**config.mk**
```make
export PLATFORM = sky130hd
export DESIGN_NAME = weight_col_reader
export DESIGN_NICKNAME = d
export VERILOG_FILES = /design/src/rtl/weight_col_reader.sv
export SDC_FILE = /design/constraint.sdc
export NUM_CORES = 1
export LEC_CHECK = 0
export ABC_AREA = 1
export BUFFER_PORTS_ARGS = -buffer_cell sky130_fd_sc_hd__clkbuf_2
export CORE_MARGIN = 1.5
export CORE_UTILIZATION = 50
export CTS_BUF_LIST = sky130_fd_sc_hd__clkbuf_2
export DETAILED_ROUTE_END_ITERATION = 8
export PLACE_DENSITY_LB_ADDON = 0.3
export SLEW_MARGIN = 15
export SYNTH_ARGS = -nofsm -noshare
export SYNTH_HDL_FRONTEND = slang
export SYNTH_SLANG_ARGS = --single-unit
```
**constraint.sdc**
```tcl
create_clock -name clk -period 1.9 [get_ports clk]
set_clock_uncertainty 0.2 [all_clocks]
set_input_delay 0.285 -clock clk [delete_from_list [all_inputs] [get_ports clk]]
set_output_delay 0.285 -clock clk [all_outputs]
set_load 0.05 [all_outputs]
```
**src/rtl/weight_col_reader.sv**
```systemverilog
// ============================================================================
// Module   : weight_col_reader
// Purpose  : Streams one column of the weight SRAM to the PE array over
//            valid/ready, pulsing col_done when the last row is accepted.
//            Optional stall counter port enabled by `define WCR_STALL_CNT_EN.
// Revision : 1.0 - initial release
// ============================================================================
`default_nettype none

module weight_col_reader #(
    parameter int WEIGHT_ROWS          = 16,
    parameter int WEIGHT_COLS          = 3,
    parameter int DATA_WIDTH           = 8,
    parameter int COUNTER_WEIGHT_WIDTH = $clog2(WEIGHT_COLS),
    parameter int ROW_WIDTH            = $clog2(WEIGHT_ROWS),
    parameter int ADDR_WIDTH           = $clog2(WEIGHT_ROWS * WEIGHT_COLS)
) (
    input  logic                            clk,
    input  logic                            reset,
    input  logic                            start,
    input  logic [COUNTER_WEIGHT_WIDTH-1:0] weight_counter,
    output logic                            mem_rd_en,
    output logic [ADDR_WIDTH-1:0]           mem_rd_addr,
    input  logic [DATA_WIDTH-1:0]           mem_rd_data,
    output logic                            w_valid,
    input  logic                            w_ready,
    output logic [DATA_WIDTH-1:0]           w_data,
    output logic [ROW_WIDTH-1:0]            w_row,
    output logic                            w_last,
    output logic                            col_done,
    output logic                            busy
`ifdef WCR_STALL_CNT_EN
    ,
    output logic [15:0]                     stall_cycles
`endif
);

    typedef enum logic [1:0] {
        S_IDLE   = 2'd0,
        S_STREAM = 2'd1,
        S_DONE   = 2'd2
    } state_t;

    state_t                          state_q;
    logic [COUNTER_WEIGHT_WIDTH-1:0] col_q;
    logic [ROW_WIDTH-1:0]            rd_row_q;
    logic [ROW_WIDTH-1:0]            out_row_q;
    logic                            rd_done_q;
    logic                            inflight_q;

    logic [DATA_WIDTH-1:0]           fifo_q [2];
    logic                            wr_ptr_q;
    logic                            rd_ptr_q;
    logic [1:0]                      count_q;

    logic w_start_acc;
    logic w_pop;
    logic w_issue;
    logic w_last_row;

    assign w_start_acc = start && (state_q != S_STREAM);
    assign w_pop       = w_valid && w_ready;
    assign w_last_row  = (out_row_q == ROW_WIDTH'(WEIGHT_ROWS - 1));

    // Credit check: buffered + in-flight entries, minus this cycle's pop, must leave a free slot
    assign w_issue = (state_q == S_STREAM) && !rd_done_q &&
                     (({1'b0, count_q} + {2'b00, inflight_q}) < (3'd2 + {2'b00, w_pop}));

    assign mem_rd_en   = w_issue;
    assign mem_rd_addr = w_issue ?
                         ADDR_WIDTH'(32'(col_q) * 32'(WEIGHT_ROWS) + 32'(rd_row_q)) : '0;

    assign w_valid  = (count_q != 2'd0);
    assign w_data   = fifo_q[rd_ptr_q];
    assign w_row    = out_row_q;
    assign w_last   = w_valid && w_last_row;
    assign col_done = (state_q == S_DONE);
    assign busy     = (state_q == S_STREAM);

    always_ff @(posedge clk or posedge reset) begin
        if (reset) begin
            state_q    <= S_IDLE;
            col_q      <= '0;
            rd_row_q   <= '0;
            out_row_q  <= '0;
            rd_done_q  <= 1'b0;
            inflight_q <= 1'b0;
        end else begin
            inflight_q <= w_issue;
            case (state_q)
                S_IDLE, S_DONE: begin
                    if (start) begin
                        col_q     <= weight_counter;
                        rd_row_q  <= '0;
                        out_row_q <= '0;
                        rd_done_q <= 1'b0;
                        state_q   <= S_STREAM;
                    end else begin
                        state_q   <= S_IDLE;
                    end
                end
                S_STREAM: begin
                    // Row pointers saturate at the last row; rd_done_q marks all reads issued
                    if (w_issue) begin
                        if (rd_row_q == ROW_WIDTH'(WEIGHT_ROWS - 1)) begin
                            rd_done_q <= 1'b1;
                        end else begin
                            rd_row_q <= rd_row_q + 1'b1;
                        end
                    end
                    if (w_pop) begin
                        if (w_last_row) begin
                            state_q <= S_DONE;
                        end else begin
                            out_row_q <= out_row_q + 1'b1;
                        end
                    end
                end
                default: state_q <= S_IDLE;
            endcase
        end
    end

    always_ff @(posedge clk or posedge reset) begin
        if (reset) begin
            fifo_q[0] <= '0;
            fifo_q[1] <= '0;
            wr_ptr_q  <= 1'b0;
            rd_ptr_q  <= 1'b0;
            count_q   <= 2'd0;
        end else begin
            if (inflight_q) begin
                fifo_q[wr_ptr_q] <= mem_rd_data;
                wr_ptr_q         <= ~wr_ptr_q;
            end
            if (w_pop) begin
                rd_ptr_q <= ~rd_ptr_q;
            end
            case ({inflight_q, w_pop})
                2'b10:   count_q <= count_q + 2'd1;
                2'b01:   count_q <= count_q - 2'd1;
                default: count_q <= count_q;
            endcase
        end
    end

`ifdef WCR_STALL_CNT_EN
    logic [15:0] stall_q;

    always_ff @(posedge clk or posedge reset) begin
        if (reset) begin
            stall_q <= 16'h0000;
        end else if (w_start_acc) begin
            stall_q <= 16'h0000;
        end else if (w_valid && !w_ready && (stall_q != 16'hFFFF)) begin
            stall_q <= stall_q + 16'h0001;
        end
    end

    assign stall_cycles = stall_q;
`else
    logic w_unused;
    assign w_unused = w_start_acc;
`endif

endmodule

`default_nettype wire

```
# ---- After elaboration in Yosys (flattened, before gate mapping)
# Cells that the tools add are included.
dict set report op_classes {
  eq_ne 13
  n_lt_le_gt_ge 4
  n_reduce_logical 16
  n_mux 23
  bitwise 4
  n_addsub 7
}
# operator count
set op_table {}
lappend op_table {{two-way mux 8 bit} 4}
lappend op_table {{two-way mux 4 bit} 5}
lappend op_table {{bitwise mux 16 bit} 1}
lappend op_table {{one-hot mux 4 bit (2 select lines)} 2}
lappend op_table {{AND reduction 4 bit} 3}
lappend op_table {{adder 4 x 1 -> 4 bit, second input constant} 2}
lappend op_table {{demux 8 bit (select 1 bit)} 1}
lappend op_table {{equality test 4 bit, second input constant} 2}
lappend op_table {{!= test 2 x 1 -> 1 bit, second input constant} 4}
lappend op_table {{one-hot mux 2 bit (2 select lines)} 2}
lappend op_table {{adder 6 x 4 -> 6 bit} 1}
lappend op_table {{two-way mux 6 bit} 1}
lappend op_table {{!= test 2 bit, second input constant} 3}
lappend op_table {{nonzero test 2 bit} 3}
lappend op_table {{logical AND 1 bit} 5}
lappend op_table {{equality test 2 x 1 -> 1 bit, second input constant} 2}
lappend op_table {{equality test 2 bit, second input constant} 2}
lappend op_table {{>= comparator 2 bit, second input constant} 2}
lappend op_table {{two-way mux 1 bit} 4}
lappend op_table {{two-way mux 2 bit} 2}
lappend op_table {{NOT 1 -> 2 bit} 2}
lappend op_table {{AND reduction 2 bit} 2}
lappend op_table {{adder 2 x 1 -> 3 bit} 1}
lappend op_table {{adder 2 x 1 -> 3 bit, first input constant} 1}
lappend op_table {{other kinds (9)} 10}
dict set report totals {
  ff_bits 34
}

# ---- Depth between registers and ports, before layout
# Gate-level depths: netlist (run 1).
dict set report logic_depth {
  ltp_word 7
  mapped_depth 9
  mapped_depth_nobuf 9
}

# ---- Worst setup path before layout (run 1)
# No wires, ideal clock.
dict set report synth_path {
  path_kind {register -> output}
  start {register out_row_q[1], in the netlist w_row[1]}
  end {output w_last}
  path_stages_with_launch 6
  n_path_buf 0
  required_time_ns 1.415
  setup_slack_ns -0.551
  arrival_ns 1.966
  cell_sequence {dfrtp_1 > ha_1 > nand2_1 > inv_1 > nand2_1 > a21oi_1}
}
dict set report synth_between {
  elab_chain_len 2
}
# element line_no
set synth_rtl {}
lappend synth_rtl {{from (decl)} 47} ;# logic [ROW_WIDTH-1:0] out_row_q;
lappend synth_rtl {{from (signal assigned)} 115} ;# out_row_q <= out_row_q + 1'b1;
lappend synth_rtl {{equality test 4 bit} 63} ;# assign w_last_row = (out_row_q == ROW_WIDTH'(WEIGHT_ROWS - 1));
lappend synth_rtl {{logical AND 1 bit} 76} ;# assign w_last = w_valid && w_last_row;
lappend synth_rtl {{to (decl)} 29} ;# output logic w_last,
# No other way between the ends.

# ---- Final worst setup path (run 1)
dict set report layout_path {
  start {register inflight_q}
  end {output mem_rd_addr[5]}
}
dict set report layout_between {
  elab_chain_len 4
}
# element line_no
set layout_rtl {}
lappend layout_rtl {{from (decl)} 49} ;# logic inflight_q;
lappend layout_rtl {{from (signal assigned)} 89} ;# inflight_q <= w_issue;
lappend layout_rtl {{adder 2 x 1 -> 3 bit} 67} ;# (({1'b0, count_q} + {2'b00, inflight_q}) < (3'd2 + {2'b00, w_pop}));
lappend layout_rtl {{< comparator 3 bit} 67}
lappend layout_rtl {{logical AND 1 bit} 66} ;# assign w_issue = (state_q == S_STREAM) && !rd_done_q &&
lappend layout_rtl {{two-way mux 6 bit} 70} ;# assign mem_rd_addr = w_issue ?
lappend layout_rtl {{to (decl)} 23} ;# output logic [ADDR_WIDTH-1:0] mem_rd_addr,
# No other way between the ends.

==> results of run 1 <==
[metal layers]
metal	global-route usage (%)	up-vias	wire length, um
li1	-	770	-
met1	23.2	689	1670
met2	36.5	29	2120
met3	4.97	9	123
met4	9.12	0	112
met5	0	-	0
[path summary, 6_finish.rpt]
| check | start | endpoint | slack, ns | depth (start not counted) |
|---|---|---|---|---|
| worst max-delay path | inflight_q | mem_rd_addr[5] | -0.42 | 6 |
| worst min-delay path | w_ready | state_q[1] | 0.09 | 4 |
| worst max register to register | inflight_q | rd_row_q[2] | 0.05 | 9 |
| worst min register to register | fifo_q[8] | fifo_q[8] | 0.31 | 2 |
| max in group asynchronous | reset | fifo_q[7] | 0.89 | 4 |
| min in group asynchronous | reset | fifo_q[3] | 0.31 | 4 |
[timing repair]
item,CTS,global route
cloned,0,0
hold buffers,11,0
hold endpoints to repair,52,0
setup buffers,2,2
pin swaps,6,1
resized for setup,29,23
setup endpoints to repair,17,19
[synthesized netlist by cell type (all sizes together)]
cell type	n	area (um2)
nand2	73	317
dfrtp	34	851
inv	28	105
o21ai	22	114
nor2	15	63.8
nand3	13	75.1
ha	5	62.6
buf	4	38.8
xor2	4	35.0
a21oi	3	15.0
nor3	3	26.3
or2	2	12.5
xnor2	2	17.5
clkbuf	1	3.75
clkinv	1	3.75
[metrics by stage]
stage                     util [%]  cell area (um2)  setup TNS [ns]
after floorplan                  -             1770           -1.05
after global placement        61.0             2040          -0.130
after detailed placement      61.0             2040          -0.290
after CTS                     69.5             2320           -2.43
after global routing          71.2             2380           -3.58
final                         71.2             2380           -2.80
[state kept, by name, indices dropped and copies added, names as in the netlist]
register	cells
inflight_q	1
rd_ptr_q	1
state_q	2
rd_done_q	1
col_q	2
fifo_q	16
w_row	4
rd_row_q	4
count_q	2
wr_ptr_q	1
[worst max-delay path, cell delays in order, from the launching register on]
cell,delay [ns]
dfrtp_1,0.44
ha_2,0.21
ha_4,0.16
nor3_4,0.14
nand2_4,0.15
nor2_4,0.17
buf_8,0.16
[cell families (layout without fill, tap and decap cells)]
family | Yosys count | in the layout
AND/OR/NAND/NOR | 106 | 106
flip-flops | 34 | 34
buffers and inverters | 34 | 96
AO/OA/AOI/OAI | 25 | 25
XOR/XNOR | 6 | 6
adder cells (fa/ha/maj) | 5 | 5
[final cells by class]
| cell class | count | area (um2) |
|---|---|---|
| clock buffers | 6 | 30.0 |
| clock inverters | 2 | 8.76 |
| fillers | 269 | 961 |
| inverters | 29 | 113 |
| multi-input cells | 142 | 825 |
| flip-flops and latches | 34 | 851 |
| well taps | 46 | 57.6 |
| repair buffers | 59 | 492 |
==> results.toml, run 1 <==
[synth]
muxShareOfSynthArea_pct = 0
synth_simple_gate_area_share_pct = 28.4
avgSynthCellArea_um2 = 8.29
synth_cell_types = 24
synth_nets = 229
ys_ff_latch = 34
synth_top_family_by_area = "simple AND/OR/NAND/NOR gates"
synth_compound_area_share_pct = 7.40
synth_cells = 210
synthAdderAreaFrac_pct = 3.59
ys_seq_area_share_pct = 48.9
synth_area_um2 = 1740
synth_warnings = 0
synth_xor_area_share_pct = 3.02

[route]
drc = 0
drt-total-wl_um = 4030
dr.pass1.iters = 4
drt_iter0_drc = 54
drtAntennaViolNets = 0
vias = 1497
vias_per_cell = 4.71
wire_per_inst_um = 12.7

[setup_path]
path_class = "reg -> out"
crit_path_max_fanout = 8
critPathArrivalTime_ns = 1.84
crit_path_start_kind = "flip-flop"
required_ns = 1.41
cp-end-kind = "primary output"

[die]
die_h_um = 62
die_x_um = 62
std_cell_rows = 21
pin_count = 37
dieArea_um2 = 3840
core_area_um2 = 3340
start_util_pct = 52.2

[grt]
antenna_found_initial = 0
first_global_vias = 1395
grt_overflow = 0
grt_use_total_pct = 20.5
grt_max_degree = 35
grt_first_pass_wirelength_um = 5730

[clock_tree]
htree_levels = 2
cts_tree = "done"
clk_path_buf_depth = 2
cts_root_buf = "clkbuf_2"
clkSinkCount = 34
numCtsBuffers = 5
clk_pin_slew_ns = 0.17
clk_latency_ns = 0.39

[layout]
most-common-layout-cells = "nand2_1, dfrtp_1, clkbuf_2"
fin_nets = 290
finalNonFillerCells = 318
final_common_cell = "nand2_1"
n_antenna_cell = 0
drive_gt1_share_pct = 32.7
areaGrowthSynthToFinish_pct = 36.5

[sta]
maxSlewHeadroom_pct = 66.9
rsz0062_at_grt = "yes"
clock.fmax_ghz = 0.431
setup_violations = 8
setup_ws_ns = -0.422
period_needed_ns = 2.32
period_share_pct = 122
final_hold_viol_count = 0
worst_pin_slew_ns = 0.497
holdWs_ns = 0.0919
slew_violations = 0

[outcome]
violations = "setup timing"
outcome = "finished with violations"

[place]
dp.cells = 295
dp_hpwl_um = 2340
portBuffers = 36
place_ws_ns = -0.0567
gp_congestion = 0.727

[worst_hold_path]
hp-class = "in -> reg"

[flow_run]
cap_violations = 0
Power of run 1 is not shown: default switching activity piles up to over one toggle a cycle in this logic, so the estimate is an artifact.
==> run 2: changes to the inputs <==
--- a/config.mk
+++ b/config.mk
@@ -7,10 +7,12 @@
 export LEC_CHECK = 0
 export ABC_AREA = 1
 export BUFFER_PORTS_ARGS = -buffer_cell sky130_fd_sc_hd__clkbuf_2
+export CAP_MARGIN = 40
 export CORE_MARGIN = 1.5
 export CORE_UTILIZATION = 50
 export CTS_BUF_LIST = sky130_fd_sc_hd__clkbuf_2
 export DETAILED_ROUTE_END_ITERATION = 8
+export GPL_TIMING_DRIVEN = 0
 export PLACE_DENSITY_LB_ADDON = 0.3
 export SLEW_MARGIN = 15
 export SYNTH_ARGS = -nofsm -noshare
==> results.toml, run 2 (synthesis gave the netlist of run 1 again) <==
[outcome]
outcome = "finished with violations"
violations = "setup timing"

[clock_tree]
cts_tree = "done"
clk_latency_ns = 0.38
clkSinkCount = 34
htree_levels = 2
clk_path_buf_depth = 2
cts_root_buf = "clkbuf_2"
numCtsBuffers = 5
clk_pin_slew_ns = 0.18

[sta]
setup_ws_ns = -0.349
slew_violations = 0
worst_pin_slew_ns = 0.721
maxSlewHeadroom_pct = 51.9
period_needed_ns = 2.25
period_share_pct = 118
clock.fmax_ghz = 0.445
setup_violations = 8
rsz0062_at_grt = "yes"
final_hold_viol_count = 0

[route]
drt_iter0_drc = 100
wire_per_inst_um = 12.5
drc = 0
drtAntennaViolNets = 0
dr.pass1.iters = 4
vias = 1533
vias_per_cell = 4.76
drt-total-wl_um = 4030

[worst_hold_path]
min-delay-start = "start"
hp-class = "in -> reg"

[setup_path]
crit_path_start_kind = "flip-flop"
critPathLaunch = "count_q[0]"
crit_path_end = "mem_rd_addr[5]"
reg2reg_from = "count_q[0]"
crit_chain = "ha_4 -> ha_4 -> nor3_4 -> nand2_4 -> nor2_2 -> buf_8"
crit_slowest_cell = "dfrtp_2"
r2r_cells = 9
cp-end-kind = "primary output"
cp_slowest_stage_delay_ns = 0.47
r2r_slack_ns = 0.07
timing.critical_path.mode_cell = "ha_4"
critPathArrivalTime_ns = 1.76
crit_path_max_fanout = 8
crit-reg2reg-capture = "count_q[1]"
required_ns = 1.41
path_class = "reg -> out"

[die]
die_x_um = 62
die_h_um = 62
core_area_um2 = 3340
start_util_pct = 52.2
dieArea_um2 = 3840
std_cell_rows = 21
pin_count = 37

[layout]
areaGrowthSynthToFinish_pct = 40.5
fin_nets = 294
regArea_um2 = 853
most-common-layout-cells = "nand2_1, dfrtp_1, clkbuf_2"
n_antenna_cell = 0
largest_reg_flops = 16
final_common_cell = "nand2_1"
drive_gt1_share_pct = 34.1
fillCellCount = 252
multiInputGateArea_um2 = 818
top_register = "fifo_q"

[grt]
grt_use_total_pct = 22.0
first_global_vias = 1406
grt_max_degree = 35
grt_first_pass_wirelength_um = 6020
antenna_found_initial = 0
grt_overflow = 0

[place]
gp_congestion = 0.718
place_ws_ns = -0.167
portBuffers = 36
dp_hpwl_um = 2310

[flow_run]
cap_violations = 0
-- run 2: cell types whose count changed in the layout (fill, tap and decap cells not counted), moves of 4 or more --
cell,delta
nor2_2,+4
nor2_4,-4
buf_4,+5
clkbuf_8,-4
buf_8,+5
buf_6,+5
buf_2,-6
-- run 2: critical path: cells and delay by family (launching register included) --
kind | cells | cell delay (ns)
fa+ha+maj | 2 | 0.33
flops | 1 | 0.47
buf+inv | 1 | 0.16
simple gates | 3 | 0.42
-- run 2: timing repair --
item,4_1_cts,5_1_grt
endpoints found under the setup margin,17,23
resized for setup,43,28
hold endpoints to repair,53,0
pin swaps,4,2
setup buffers,6,4
hold buffers,12,0
-- run 2: how the worst min path moves through the flow --
stage                        endpoint  slack, ns  cells after the start
after CTS                 rd_row_q[2]       0.12                      5
after global routing       state_q[0]       0.18                      3
final                      state_q[0]       0.16                      3
after detailed placement    fifo_q[9]       0.22                      2
after global placement      fifo_q[8]       0.27                      2
after floorplan              col_q[0]       0.21                      2
-- run 2: routing by layer --
metal / track usage (%) / wire, um
met3: 5.38 / 189
met1: 23.7 / 1650
met2: 40.8 / 2150
met5: 0 / 0
met4: 8.51 / 42
-- run 2: final cells by class --
class | instances | area share [%]
multi-input combinational | 142 | 33.5
sequential | 34 | 34.9
timing repair buffer | 58 | 20.7
clock buffer | 5 | 1.02
clock inverter | 3 | 0.665
tap | 46 | 2.35
inverter | 29 | 4.96
buffer | 5 | 1.99
-- run 2: stage by stage --
step / instances / instance area (um2) / TNS (ns) / util (%) / hold slack [ns]
floorplan: 210 / 1770 / -1.05 / - / 0.206
global placement: 292 / 2000 / -0.926 / 60.1 / 0.267
detailed placement: 292 / 2000 / -1.11 / 60.1 / 0.222
CTS: 318 / 2370 / -2.42 / 71.2 / 0.120
global route: 322 / 2450 / -3.55 / 73.3 / 0.178
finish: 322 / 2450 / -2.32 / 73.3 / 0.157
Power of run 2 is left out for the same reason.
==> run 3: changes to the inputs <==
--- a/config.mk
+++ b/config.mk
@@ -14,6 +14,7 @@
 export DETAILED_ROUTE_END_ITERATION = 8
 export GPL_TIMING_DRIVEN = 0
 export PLACE_DENSITY_LB_ADDON = 0.3
+export REMOVE_ABC_BUFFERS = 1
 export SLEW_MARGIN = 15
 export SYNTH_ARGS = -nofsm -noshare
 export SYNTH_HDL_FRONTEND = slang
==> results.toml, run 3 (synthesis gave the netlist of run 1 again) <==
[route]
dr.pass1.iters = 4
dr_wl_met3_um = 184
drtAntennaViolNets = 0
drt-total-wl_um = 3820
drc = 0
highest_layer = "met4"
wl_met1_um = 1640
vias_per_cell = 4.83
wl_met2_um = 1940
wire_per_inst_um = 11.9
drt_iter0_drc = 78
vias = 1551

[sta]
period_share_pct = 118
slew_violations = 0
setup_violations = 7
maxSlewHeadroom_pct = 52.6
worst_pin_slew_ns = 0.710
period_needed_ns = 2.24
setup_ws_ns = -0.344
clock.fmax_ghz = 0.446
final_hold_viol_count = 0
rsz0062_at_grt = "yes"

[die]
std_cell_rows = 21
die_x_um = 62
core_area_um2 = 3340
dieArea_um2 = 3840
start_util_pct = 52.2
die_h_um = 62
pin_count = 37

[setup_path]
cp-end-kind = "primary output"
crit_path_max_fanout = 3
path_buf_inv = 1
path_class = "reg -> out"
crit_path_start_kind = "flip-flop"
cp_top_family = "simple AND/OR/NAND/NOR gates"
required_ns = 1.41
crit_slowest_cell = "dfrtp_1"
critPathArrivalTime_ns = 1.76
cp_slowest_stage_delay_ns = 0.43
crit_chain = "ha_2 -> ha_4 -> nor3_4 -> nand2_2 -> nor2_4 -> buf_8"

[clock_tree]
htree_levels = 2
clk_latency_ns = 0.36
clkSinkCount = 34
clk_path_buf_depth = 2
cts_root_buf = "clkbuf_2"
clk_pin_slew_ns = 0.17
numCtsBuffers = 5
cts_tree = "done"

[flow_run]
cap_violations = 0

[layout]
multiInputGateArea_um2 = 840
fin_nets = 293
n_antenna_cell = 0
largest_reg_flops = 16
fillCellCount = 263
regArea_um2 = 852
areaGrowthSynthToFinish_pct = 38.4
final_common_cell = "nand2_1"
top_register = "fifo_q"
most-common-layout-cells = "nand2_1, dfrtp_1, inv_1, clkbuf_2, buf_4"
drive_gt1_share_pct = 33.5

[grt]
grt_first_pass_wirelength_um = 5770
grt_overflow = 0
grt_max_degree = 35
grt_use_total_pct = 20.6
antenna_found_initial = 0
first_global_vias = 1331

[place]
place_ws_ns = -0.139
portBuffers = 36
gp_congestion = 0.758
dp_hpwl_um = 2210

[outcome]
outcome = "finished with violations"
violations = "setup timing"

[worst_hold_path]
hp-class = "in -> reg"
## run 3: changes by cell type in the layout (fill, tap and decap cells not counted), sizes merged
cell         before  now
clkinvlp          1    0
clkbuf           26   28
buf              30   28
inv              29   28
clkinv            2    3
nand2            73   74
dlygate4sd3      12   11
## run 3: layer usage
| layer | GRT usage, % | up-vias |
|---|---|---|
| li1 | - | 781 |
| met1 | 25.8 | 711 |
| met2 | 35.6 | 49 |
| met3 | 3.93 | 10 |
| met4 | 7.29 | 0 |
| met5 | 0 | - |
## run 3: area by class of cell
cell class | instances | area share [%]
clock buffer | 6 | 1.25
clock inverter | 2 | 0.364
inverter | 29 | 4.57
multi-input combinational | 143 | 34.9
sequential | 34 | 35.4
tap | 46 | 2.39
timing repair buffer | 61 | 21.2
## run 3: per-stage QoR
step | cells | instance area [um2] | hold WS, ns | utilization [%] | setup TNS, ns
floorplan | 205 | 1700 | 0.206 | - | -2.63
global placement | 287 | 1940 | 0.265 | 58.0 | -0.827
detailed placement | 287 | 1940 | 0.229 | 58.0 | -0.892
CTS | 317 | 2300 | 0.0163 | 68.8 | -2.89
global route | 321 | 2410 | 0.0496 | 72.2 | -3.55
finish | 321 | 2410 | 0.0725 | 72.2 | -2.27
## run 3: timing repair
item,4_1_cts,5_1_grt
hold buffers,11,0
hold endpoints to repair,52,0
setup endpoints to repair,17,23
setup buffers,10,4
pin swaps,6,6
resized for setup,34,43
cloned,1,0
## run 3: path summary, 6_finish.rpt
kind                            start              to  slack [ns]  depth (start not counted)
max                        count_q[0]  mem_rd_addr[0]       -0.34                          6
min                           w_ready        rd_ptr_q        0.07                          4
max reg2reg                count_q[0]     rd_row_q[1]           0                          9
min reg2reg                fifo_q[10]      fifo_q[10]        0.31                          2
max in group asynchronous       reset        rd_ptr_q        0.66                          3
min in group asynchronous       reset       fifo_q[5]        0.34                          3
## run 3: worst reg2reg max path, delay by kind of cell (launching register included)
family	cells	cell delay (ns)
fa+ha+maj	2	0.36
buf+inv	1	0.18
simple gates	6	0.65
flops	1	0.43
Power of run 3 is left out for the same reason.
